==> config.mk <==
export PLATFORM = sky130hd
export DESIGN_NAME = if_stage_flat
export DESIGN_NICKNAME = d
export VERILOG_FILES = /design/src/rtl/riscv_pkg.sv /design/src/rtl/if_stage_if.sv /design/src/rtl/if_stage_if_id_reg.sv /design/src/rtl/if_stage.sv /design/src/flat_wrapper.sv
export SDC_FILE = /design/constraint.sdc
export NUM_CORES = 1
export LEC_CHECK = 0
export ABC_AREA = 0
export CORE_MARGIN = 5
export CORE_UTILIZATION = 42
export CTS_CLUSTER_SIZE = 8
export DETAILED_ROUTE_END_ITERATION = 12
export PLACE_DENSITY = 0.88
export SLEW_MARGIN = 0
export SYNTH_ARGS = -nofsm -noshare
export SYNTH_HDL_FRONTEND = slang
export SYNTH_SLANG_ARGS = --single-unit
==> constraint.sdc <==
create_clock -name clk -period 2.1 [get_ports clk]
set_clock_uncertainty 0.15 [all_clocks]
set_input_delay 0.21 -clock clk [delete_from_list [all_inputs] [get_ports clk]]
set_output_delay 0.21 -clock clk [all_outputs]
set_load 0.1 [all_outputs]
==> src/rtl/riscv_pkg.sv <==
// Shared RISC-V pipeline constants and the fetch-stage state encoding.
package riscv_pkg;

    localparam int XLEN = 32;
    localparam logic [31:0] NOP_INST = 32'h0000_0013;

    typedef enum logic {
        FS_RUN  = 1'b0,
        FS_TRAP = 1'b1
    } fetch_state_t;

endpackage

==> src/rtl/if_stage_if.sv <==
// Fetch-stage bundle: hazard/redirect controls, instruction memory port, IF/ID outputs.
// master = the fetch stage, slave = the surrounding pipeline and memory.
interface if_stage_if
    import riscv_pkg::*;
#(
    parameter int PC_WIDTH   = XLEN,
    parameter int INST_WIDTH = XLEN
);
    logic                  stall_i;
    logic                  flush_i;
    logic [PC_WIDTH-1:0]   redirect_pc_i;
    logic [PC_WIDTH-1:0]   imem_pc_o;
    logic [INST_WIDTH-1:0] imem_inst_i;
    logic [PC_WIDTH-1:0]   if_id_pc_o;
    logic [PC_WIDTH-1:0]   if_id_pc4_o;
    logic [INST_WIDTH-1:0] if_id_inst_o;
    logic                  if_id_valid_o;
    logic                  trap_o;
    logic [PC_WIDTH-1:0]   trap_pc_o;
    logic [31:0]           fetch_count_o;

    modport master (
        input  stall_i, flush_i, redirect_pc_i, imem_inst_i,
        output imem_pc_o, if_id_pc_o, if_id_pc4_o, if_id_inst_o, if_id_valid_o,
               trap_o, trap_pc_o, fetch_count_o
    );

    modport slave (
        output stall_i, flush_i, redirect_pc_i, imem_inst_i,
        input  imem_pc_o, if_id_pc_o, if_id_pc4_o, if_id_inst_o, if_id_valid_o,
               trap_o, trap_pc_o, fetch_count_o
    );
endinterface

==> src/rtl/if_stage_if_id_reg.sv <==
// IF/ID pipeline register: bubble beats load, otherwise holds; 1-cycle capture.
// No backpressure of its own: the caller simply withholds load to stall.
module if_id_reg
    import riscv_pkg::*;
#(
    parameter int PC_WIDTH   = XLEN,
    parameter int INST_WIDTH = XLEN
) (
    input  logic                  clk,
    input  logic                  rst_n,
    input  logic                  load,
    input  logic                  bubble,
    input  logic [PC_WIDTH-1:0]   pc_d,
    input  logic [PC_WIDTH-1:0]   pc4_d,
    input  logic [INST_WIDTH-1:0] inst_d,
    output logic [PC_WIDTH-1:0]   pc_q,
    output logic [PC_WIDTH-1:0]   pc4_q,
    output logic [INST_WIDTH-1:0] inst_q,
    output logic                  valid_q
);

    always_ff @(posedge clk) begin
        if (!rst_n || bubble) begin
            pc_q    <= '0;
            pc4_q   <= '0;
            inst_q  <= INST_WIDTH'(NOP_INST);
            valid_q <= 1'b0;
        end else if (load) begin
            pc_q    <= pc_d;
            pc4_q   <= pc4_d;
            inst_q  <= inst_d;
            valid_q <= 1'b1;
        end
    end

endmodule

==> src/rtl/if_stage.sv <==
// Instruction fetch: PC register, RUN/TRAP FSM, fetch counter; 1-cycle fetch latency.
// stall_i holds PC, IF/ID and counter; flush_i overrides stall and redirects.
module if_stage
    import riscv_pkg::*;
#(
    parameter int                  PC_WIDTH   = 32,
    parameter int                  INST_WIDTH = 32,
    parameter logic [PC_WIDTH-1:0] RESET_PC   = '0
) (
    input logic      clk,
    input logic      rst_n,
    if_stage_if.master bus
);

    fetch_state_t        state_q, state_d;
    logic [PC_WIDTH-1:0] pc_q, pc_d;
    logic [PC_WIDTH-1:0] pc4;
    logic [PC_WIDTH-1:0] trap_pc_q, trap_pc_d;
    logic [31:0]         cnt_q, cnt_d;
    logic                ld;
    logic                bub;
    logic                misaligned;

    assign pc4        = pc_q + PC_WIDTH'(4);
    assign misaligned = (bus.redirect_pc_i[1:0] != 2'b00);

    always_ff @(posedge clk) begin
        if (!rst_n) begin
            state_q   <= FS_RUN;
            pc_q      <= RESET_PC;
            trap_pc_q <= '0;
            cnt_q     <= '0;
        end else begin
            state_q   <= state_d;
            pc_q      <= pc_d;
            trap_pc_q <= trap_pc_d;
            cnt_q     <= cnt_d;
        end
    end

    always_comb begin
        state_d   = state_q;
        pc_d      = pc_q;
        trap_pc_d = trap_pc_q;
        cnt_d     = cnt_q;
        ld        = 1'b0;
        bub       = 1'b0;
        if (bus.flush_i) begin
            pc_d = bus.redirect_pc_i;
            bub  = 1'b1;
            if (misaligned) begin
                state_d   = FS_TRAP;
                trap_pc_d = bus.redirect_pc_i;
            end else begin
                state_d   = FS_RUN;
                trap_pc_d = '0;
            end
        end else if (!bus.stall_i) begin
            unique case (state_q)
                FS_RUN: begin
                    pc_d  = pc4;
                    ld    = 1'b1;
                    cnt_d = cnt_q + 32'd1;
                end
                // Parked on a bad target: keep squashing until a good redirect.
                FS_TRAP: bub = 1'b1;
                default: state_d = FS_RUN;
            endcase
        end
    end

    if_id_reg #(
        .PC_WIDTH   (PC_WIDTH),
        .INST_WIDTH (INST_WIDTH)
    ) u_if_id_reg (
        .clk     (clk),
        .rst_n   (rst_n),
        .load    (ld),
        .bubble  (bub),
        .pc_d    (pc_q),
        .pc4_d   (pc4),
        .inst_d  (bus.imem_inst_i),
        .pc_q    (bus.if_id_pc_o),
        .pc4_q   (bus.if_id_pc4_o),
        .inst_q  (bus.if_id_inst_o),
        .valid_q (bus.if_id_valid_o)
    );

    assign bus.imem_pc_o     = pc_q;
    assign bus.trap_o        = (state_q == FS_TRAP);
    assign bus.trap_pc_o     = trap_pc_q;
    assign bus.fetch_count_o = cnt_q;

endmodule

==> src/flat_wrapper.sv <==
// flat-port wrapper written by rule: the top's interface ports become plain ports
module if_stage_flat import riscv_pkg::*;
#(
    parameter int                  PC_WIDTH   = 32,
    parameter int                  INST_WIDTH = 32,
    parameter logic [PC_WIDTH-1:0] RESET_PC   = '0
)
  (clk, rst_n, bus_stall_i, bus_flush_i, bus_redirect_pc_i, bus_imem_inst_i, bus_imem_pc_o, bus_if_id_pc_o, bus_if_id_pc4_o, bus_if_id_inst_o, bus_if_id_valid_o, bus_trap_o, bus_trap_pc_o, bus_fetch_count_o);
  if_stage_if #(.PC_WIDTH(PC_WIDTH), .INST_WIDTH(INST_WIDTH)) bus_i ();
  input logic clk;
  input logic rst_n;
  input wire logic [$bits(bus_i.stall_i)-1:0] bus_stall_i;
  input wire logic [$bits(bus_i.flush_i)-1:0] bus_flush_i;
  input wire logic [$bits(bus_i.redirect_pc_i)-1:0] bus_redirect_pc_i;
  input wire logic [$bits(bus_i.imem_inst_i)-1:0] bus_imem_inst_i;
  output wire logic [$bits(bus_i.imem_pc_o)-1:0] bus_imem_pc_o;
  output wire logic [$bits(bus_i.if_id_pc_o)-1:0] bus_if_id_pc_o;
  output wire logic [$bits(bus_i.if_id_pc4_o)-1:0] bus_if_id_pc4_o;
  output wire logic [$bits(bus_i.if_id_inst_o)-1:0] bus_if_id_inst_o;
  output wire logic [$bits(bus_i.if_id_valid_o)-1:0] bus_if_id_valid_o;
  output wire logic [$bits(bus_i.trap_o)-1:0] bus_trap_o;
  output wire logic [$bits(bus_i.trap_pc_o)-1:0] bus_trap_pc_o;
  output wire logic [$bits(bus_i.fetch_count_o)-1:0] bus_fetch_count_o;
  assign bus_i.stall_i = bus_stall_i;
  assign bus_i.flush_i = bus_flush_i;
  assign bus_i.redirect_pc_i = bus_redirect_pc_i;
  assign bus_i.imem_inst_i = bus_imem_inst_i;
  assign bus_imem_pc_o = bus_i.imem_pc_o;
  assign bus_if_id_pc_o = bus_i.if_id_pc_o;
  assign bus_if_id_pc4_o = bus_i.if_id_pc4_o;
  assign bus_if_id_inst_o = bus_i.if_id_inst_o;
  assign bus_if_id_valid_o = bus_i.if_id_valid_o;
  assign bus_trap_o = bus_i.trap_o;
  assign bus_trap_pc_o = bus_i.trap_pc_o;
  assign bus_fetch_count_o = bus_i.fetch_count_o;
  if_stage #(.PC_WIDTH(PC_WIDTH), .INST_WIDTH(INST_WIDTH), .RESET_PC(RESET_PC)) u_core (.clk(clk), .rst_n(rst_n), .bus(bus_i));
endmodule
# Word level (Yosys, flattened, before mapping)
# Cells that the tools add are included.
word_totals:
  reg_bits: 194
  elab_cells: 31
  mem_bits_rw: 0
  latchBits: 0
  input_bits: 68
  out_inout_bits: 194
  mem_bits_ro: 0
  n_memories: 0
classes:
  div_mod_pow: 0
  n_mux: 11
  n_addsub: 2
  mul: 0
  bitwise: 3
  reduce_logical: 5
  shifts: 0
  order_cmp: 0
  n_eq_ne: 2
ops:
  columns: ["cell", "count"]
  rows:
  - ["32-bit two-way mux", 4]
  - ["32-bit by 1-bit adder with 32-bit output (second input constant)", 1]
  - ["32-bit by 3-bit adder with 32-bit output (second input constant)", 1]
  - ["1-bit two-way mux", 7]
  - ["1-bit NOT", 3]
  - ["3-bit AND reduction", 1]
  - ["2-bit by 1-bit inequality test with 1-bit output (second input constant)", 1]
  - ["2-bit inequality test (second input constant)", 1]
  - ["2-bit AND reduction", 1]
  - ["2-bit nonzero test", 1]
  - ["1-bit zero test", 1]
  - ["1-bit logical OR", 1]

# Logic depth before layout (Yosys ltp)
depth:
  word_depth: 4
  ltp_mapped: 7
  mapped_depth_nobuf: 6

# Cells and area by module
# A second synthesis with hierarchy kept.
hier_totals:
  cells_unflattened: 927
  area_unflattened_um2: 8429.3
by_module_without_submodules:
  columns: ["mod", "cells_per_inst", "instances", "area_each_um2", "seq_area_each_um2"]
  rows:
  - ["if_stage", 613, 1, 4993.5, 1941.9]
  - ["if_id_reg", 314, 1, 3435.8, 1941.9]

# Least setup slack after synthesis
# Ideal clock, no wire load.
synth_timing:
  kind: "register to register"
  startpoint: "register u_core.pc_q[2] (netlist: u_core.bus.imem_pc_o[2])"
  endpoint: "register u_core.pc_q[30] (netlist: u_core.bus.imem_pc_o[30])"
  slack_ns: -0.704
  t_required_ns: 1.818
  arrival_ns: 2.521
  stages_incl_launch_ff: 8
  path_buffers: 1
  setup_ns: 0.132
  period_less_slack_ns: 2.804
  cell_sequence: "dfxtp_1 > ha_1 > and4_1 > clkbuf_1 > nand3_2 > nor4_1 > xnor2_1 > a21oi_1"
synth_between:
  elab_chain_cells: 4
synth_lines:
  columns: ["item", "line_no", "text"]
  rows:
  - ["start, declared", "if_stage.sv:16", "logic [PC_WIDTH-1:0] pc_q, pc_d;"]
  - ["start signal, assigned", "if_stage.sv:35", "pc_q <= pc_d;"]
  - ["32-bit by 3-bit adder with 32-bit output", "if_stage.sv:24", "assign pc4 = pc_q + PC_WIDTH'(4);"]
  - ["32-bit two-way mux", "if_stage.sv:59", "unique case (state_q)"]
  - ["32-bit two-way mux", "if_stage.sv:58", "end else if (!bus.stall_i) begin"]
  - ["32-bit two-way mux", "if_stage.sv:48", "if (bus.flush_i) begin"]
# No other way between the ends. The select of a mux whose other input is x is not followed.
# A chain may end at the register's enable or synchronous reset.

# Final worst setup path
layout_timing:
  startpoint: "register u_core.pc_q[7] (netlist: u_core.bus.imem_pc_o[7])"
  endpoint: "register u_core.pc_q[15] (netlist: u_core.bus.imem_pc_o[15])"
# The elaborated chain is that of the path after synthesis.

==> metrics.yaml <==
regToRegSetupSlack_ps: 60
critPathTopFamily: "simple AND/OR/NAND/NOR gates"
grt_max_degree: 60
rr_worst_depth: 5
utilization_pct: 60.7
ys_ff_latch: 192
met3_length_mm: 1.81
synth_cell_type_count: 44
max-vdd-ir-drop_v: 0.000481
synth.largest_area_cell: "dfxtp_1"
top_layer: "met4"
gp_congestion: 0.930
nets: 1181
gr-total-overflow: 0
slew_headroom_pct: 63.8
crit_buf_inv: 0
tns_ps: 0
drc_errors: 0
setup_viol: 0
wl_per_cell_um: 18.9
async_reset_ff_share_pct: 0
maxSlewViolCount: 0
worst_pin_slew_ps: 538
synth_top_area_share_pct: 47.9
period_share_pct: 97.1
layout-drive-gt1-share_pct: 35.7
netSwitchingFraction_pct: 34.2
cts_resized: 0
syn_to_final_growth_pct: 42.1
p_seq_share_pct: 43.0
cp-start-kind: "register"
max-cap-violations: 0
worst_path_max_delay_cell: "or4_1"
synthTopCellsByCount: "dfxtp_1, o21ai_0, clkbuf_1"
hold_violations: 0
die_width_um: 148
power.switching_mw: 3.11
coreArea_um2: 18800
cts_hold_buf: 0
p_int_mw: 5.98
period_minus_slack_ps: 2040
grt_pass1_vias: 7156
drtAntennaViolNets: 0
cts.htree.levels: 4
path_class: "reg -> reg"
via_count: 7453
numCtsBuffers: 17
hold_depth: 3
wl_met1_mm: 11.3
cp_max_fo: 10
slowest_delay_ps: 720
postCtsSetupBuffers: 0
end_kind: "register"
yosysWarnings: 0
cts_root_buffer: "clkbuf_16"
combPwrFrac_pct: 20.2
port_buffers: 261
grt_pass1_wl_mm: 39.9
syn-num-nets: 931
track_usage_pct: 22.5
dieArea_um2: 22000
antenna_found_initial: 0
start_util_pct: 42.7
wl_met2_mm: 12.1
synth_edf_count: 0
wl_mm: 25.6
placed_cells: 1326
avgViaCountPerCell: 5.49
p_per_area_nw_per_um2: 797
min_path_type: "in -> reg"
whs_endpoint: "u_core.bus.fetch_count_o[1]"
synth_ff_type: "dfxtp_1"
cts_sinks: 192
dieHeight_um: 148
synth.area.top_cells: "dfxtp_1, o221a_2, xnor2_1"
final-instance-count-excl-fill: 1358
synth_cells: 861
num_rows: 50
status: "complete, no violations"
timing.rr.start: "u_core.bus.imem_pc_o[7]"
yosysMostFrequentCell: "dfxtp_1"
clock.fmax_mhz: 490
clockBufferDepth: 2
io_pins: 262
crit_chain: "nand4_4 > or4_1 > nor2_1 > xnor2_1 > a21oi_1"
clkPwrFrac_pct: 36.8
place_hpwl_mm: 19.2
cts_tree: "yes"
rsz0062_at_grt: "no"
num-fill-cells: 1584
clk_latency_ps: 440
diodes: 0
worstReg2RegEnd: "u_core.bus.imem_pc_o[15]"
cp.required_ps: 2270
arrival_ps: 2210
leakage_nw: 4.63
hold_path.startpoint: "rst_n"
first_pass_iters: 5
clk_pin_slew_ps: 80
syn_area_per_cell_um2: 9.32
ys_seq_area_share_pct: 47.9
drtIter0Drc: 458
netlist_area_um2: 8020
layer usage:
layer	vias up	GRT usage [%]
li1	3600	-
met1	3531	29.8
met2	287	37.0
met3	35	5.36
met4	0	6.33
met5	-	0
cell usage in the layout, fill, tap and decap left out, types with 21 or more instances in the layout:
cell / Yosys / final
nor2b_1: 32 / 32
nand4_1: 24 / 24
o21ai_0: 66 / 66
and2_1: 30 / 30
dfxtp_4: 0 / 34
a22oi_1: 30 / 30
dfxtp_2: 0 / 21
dfxtp_1: 192 / 137
nor2_1: 34 / 33
buf_4: 4 / 242
nand2_1: 54 / 54
xor2_1: 35 / 35
o221a_2: 51 / 51
nand3_1: 23 / 23
a21oi_1: 55 / 55
nor3_1: 24 / 24
xnor2_1: 45 / 45
clkdlybuf4s50_1: 0 / 66
how the worst max path moves through the flow:
stage                                 start  slack (ps)  cells past startpoint                          end
floorplan           u_core.bus.imem_pc_o[2]         -40                      7     u_core.bus.imem_pc_o[30]
global placement                bus_stall_i        -150                      6     u_core.bus.imem_pc_o[25]
detailed placement              bus_stall_i        -220                      8  u_core.bus.fetch_count_o[8]
CTS                 u_core.bus.imem_pc_o[2]          50                      6     u_core.bus.imem_pc_o[30]
global route        u_core.bus.imem_pc_o[7]          10                      5     u_core.bus.imem_pc_o[15]
finish              u_core.bus.imem_pc_o[7]          60                      5     u_core.bus.imem_pc_o[15]
worst reg2reg max path, stage by stage (launching register included):
cell and delay, ps:
dfxtp_4 450, nand4_4 140, or4_1 720, nor2_1 230
xnor2_1 150, a21oi_1 90
metrics by stage:
stage	worst slack (ps)	hold WS [ps]	cell area, um2	power [mW]
global route	9.63	169	11400	9.37
finish	61.1	174	11400	9.09
CTS	52.7	147	11400	9.15
global placement	-151	291	10800	5.80
floorplan	-42.0	197	8230	5.26
detailed placement	-219	298	10800	5.82
power groups by stage:
stage / Combinational [mW] / Sequential, mW / Clock [mW]
after floorplan: 0.441 / 4.82 / 0
after global placement: 1.82 / 3.99 / 0
after detailed placement: 1.83 / 3.99 / 0
after CTS: 1.84 / 3.91 / 3.41
after global routing: 1.90 / 3.93 / 3.54
final: 1.83 / 3.91 / 3.34
area by class of cell:
| cell class | count | area [um2] | share of cell area (%) |
|---|---|---|---|
| Timing Repair Buffer | 316 | 2620 | 23.0 |
| Multi-Input combinational cell | 578 | 3840 | 33.7 |
| Sequential cell | 192 | 4000 | 35.1 |
| Clock inverter | 15 | 191 | 1.68 |
| Tap cell | 234 | 293 | 2.57 |
| Clock buffer | 17 | 425 | 3.73 |
| Inverter | 6 | 22.5 | 0.198 |
state kept, by name, indices dropped and copies added, names as in the netlist:
register                    cells
u_core.bus.fetch_count_o       32
u_core.bus.imem_pc_o           32
u_core.u_if_id_reg.valid_q      1
u_core.bus.trap_pc_o           32
u_core.u_if_id_reg.inst_q      32
u_core.u_if_id_reg.pc_q        32
u_core.u_if_id_reg.pc4_q       30
u_core.bus.trap_o               1
kinds of logic after synthesis:
family	after synthesis	share of synthesized area, %
adder cells (fa/ha/maj)	2	0.312
XOR/XNOR	80	8.73
flip-flops	192	47.9
AND/OR/NAND/NOR	269	18.4
AO/OA/AOI/OAI	227	20.0
buffers and inverters	91	4.65
No activity file was read; power rests on OpenSTA's default activity.
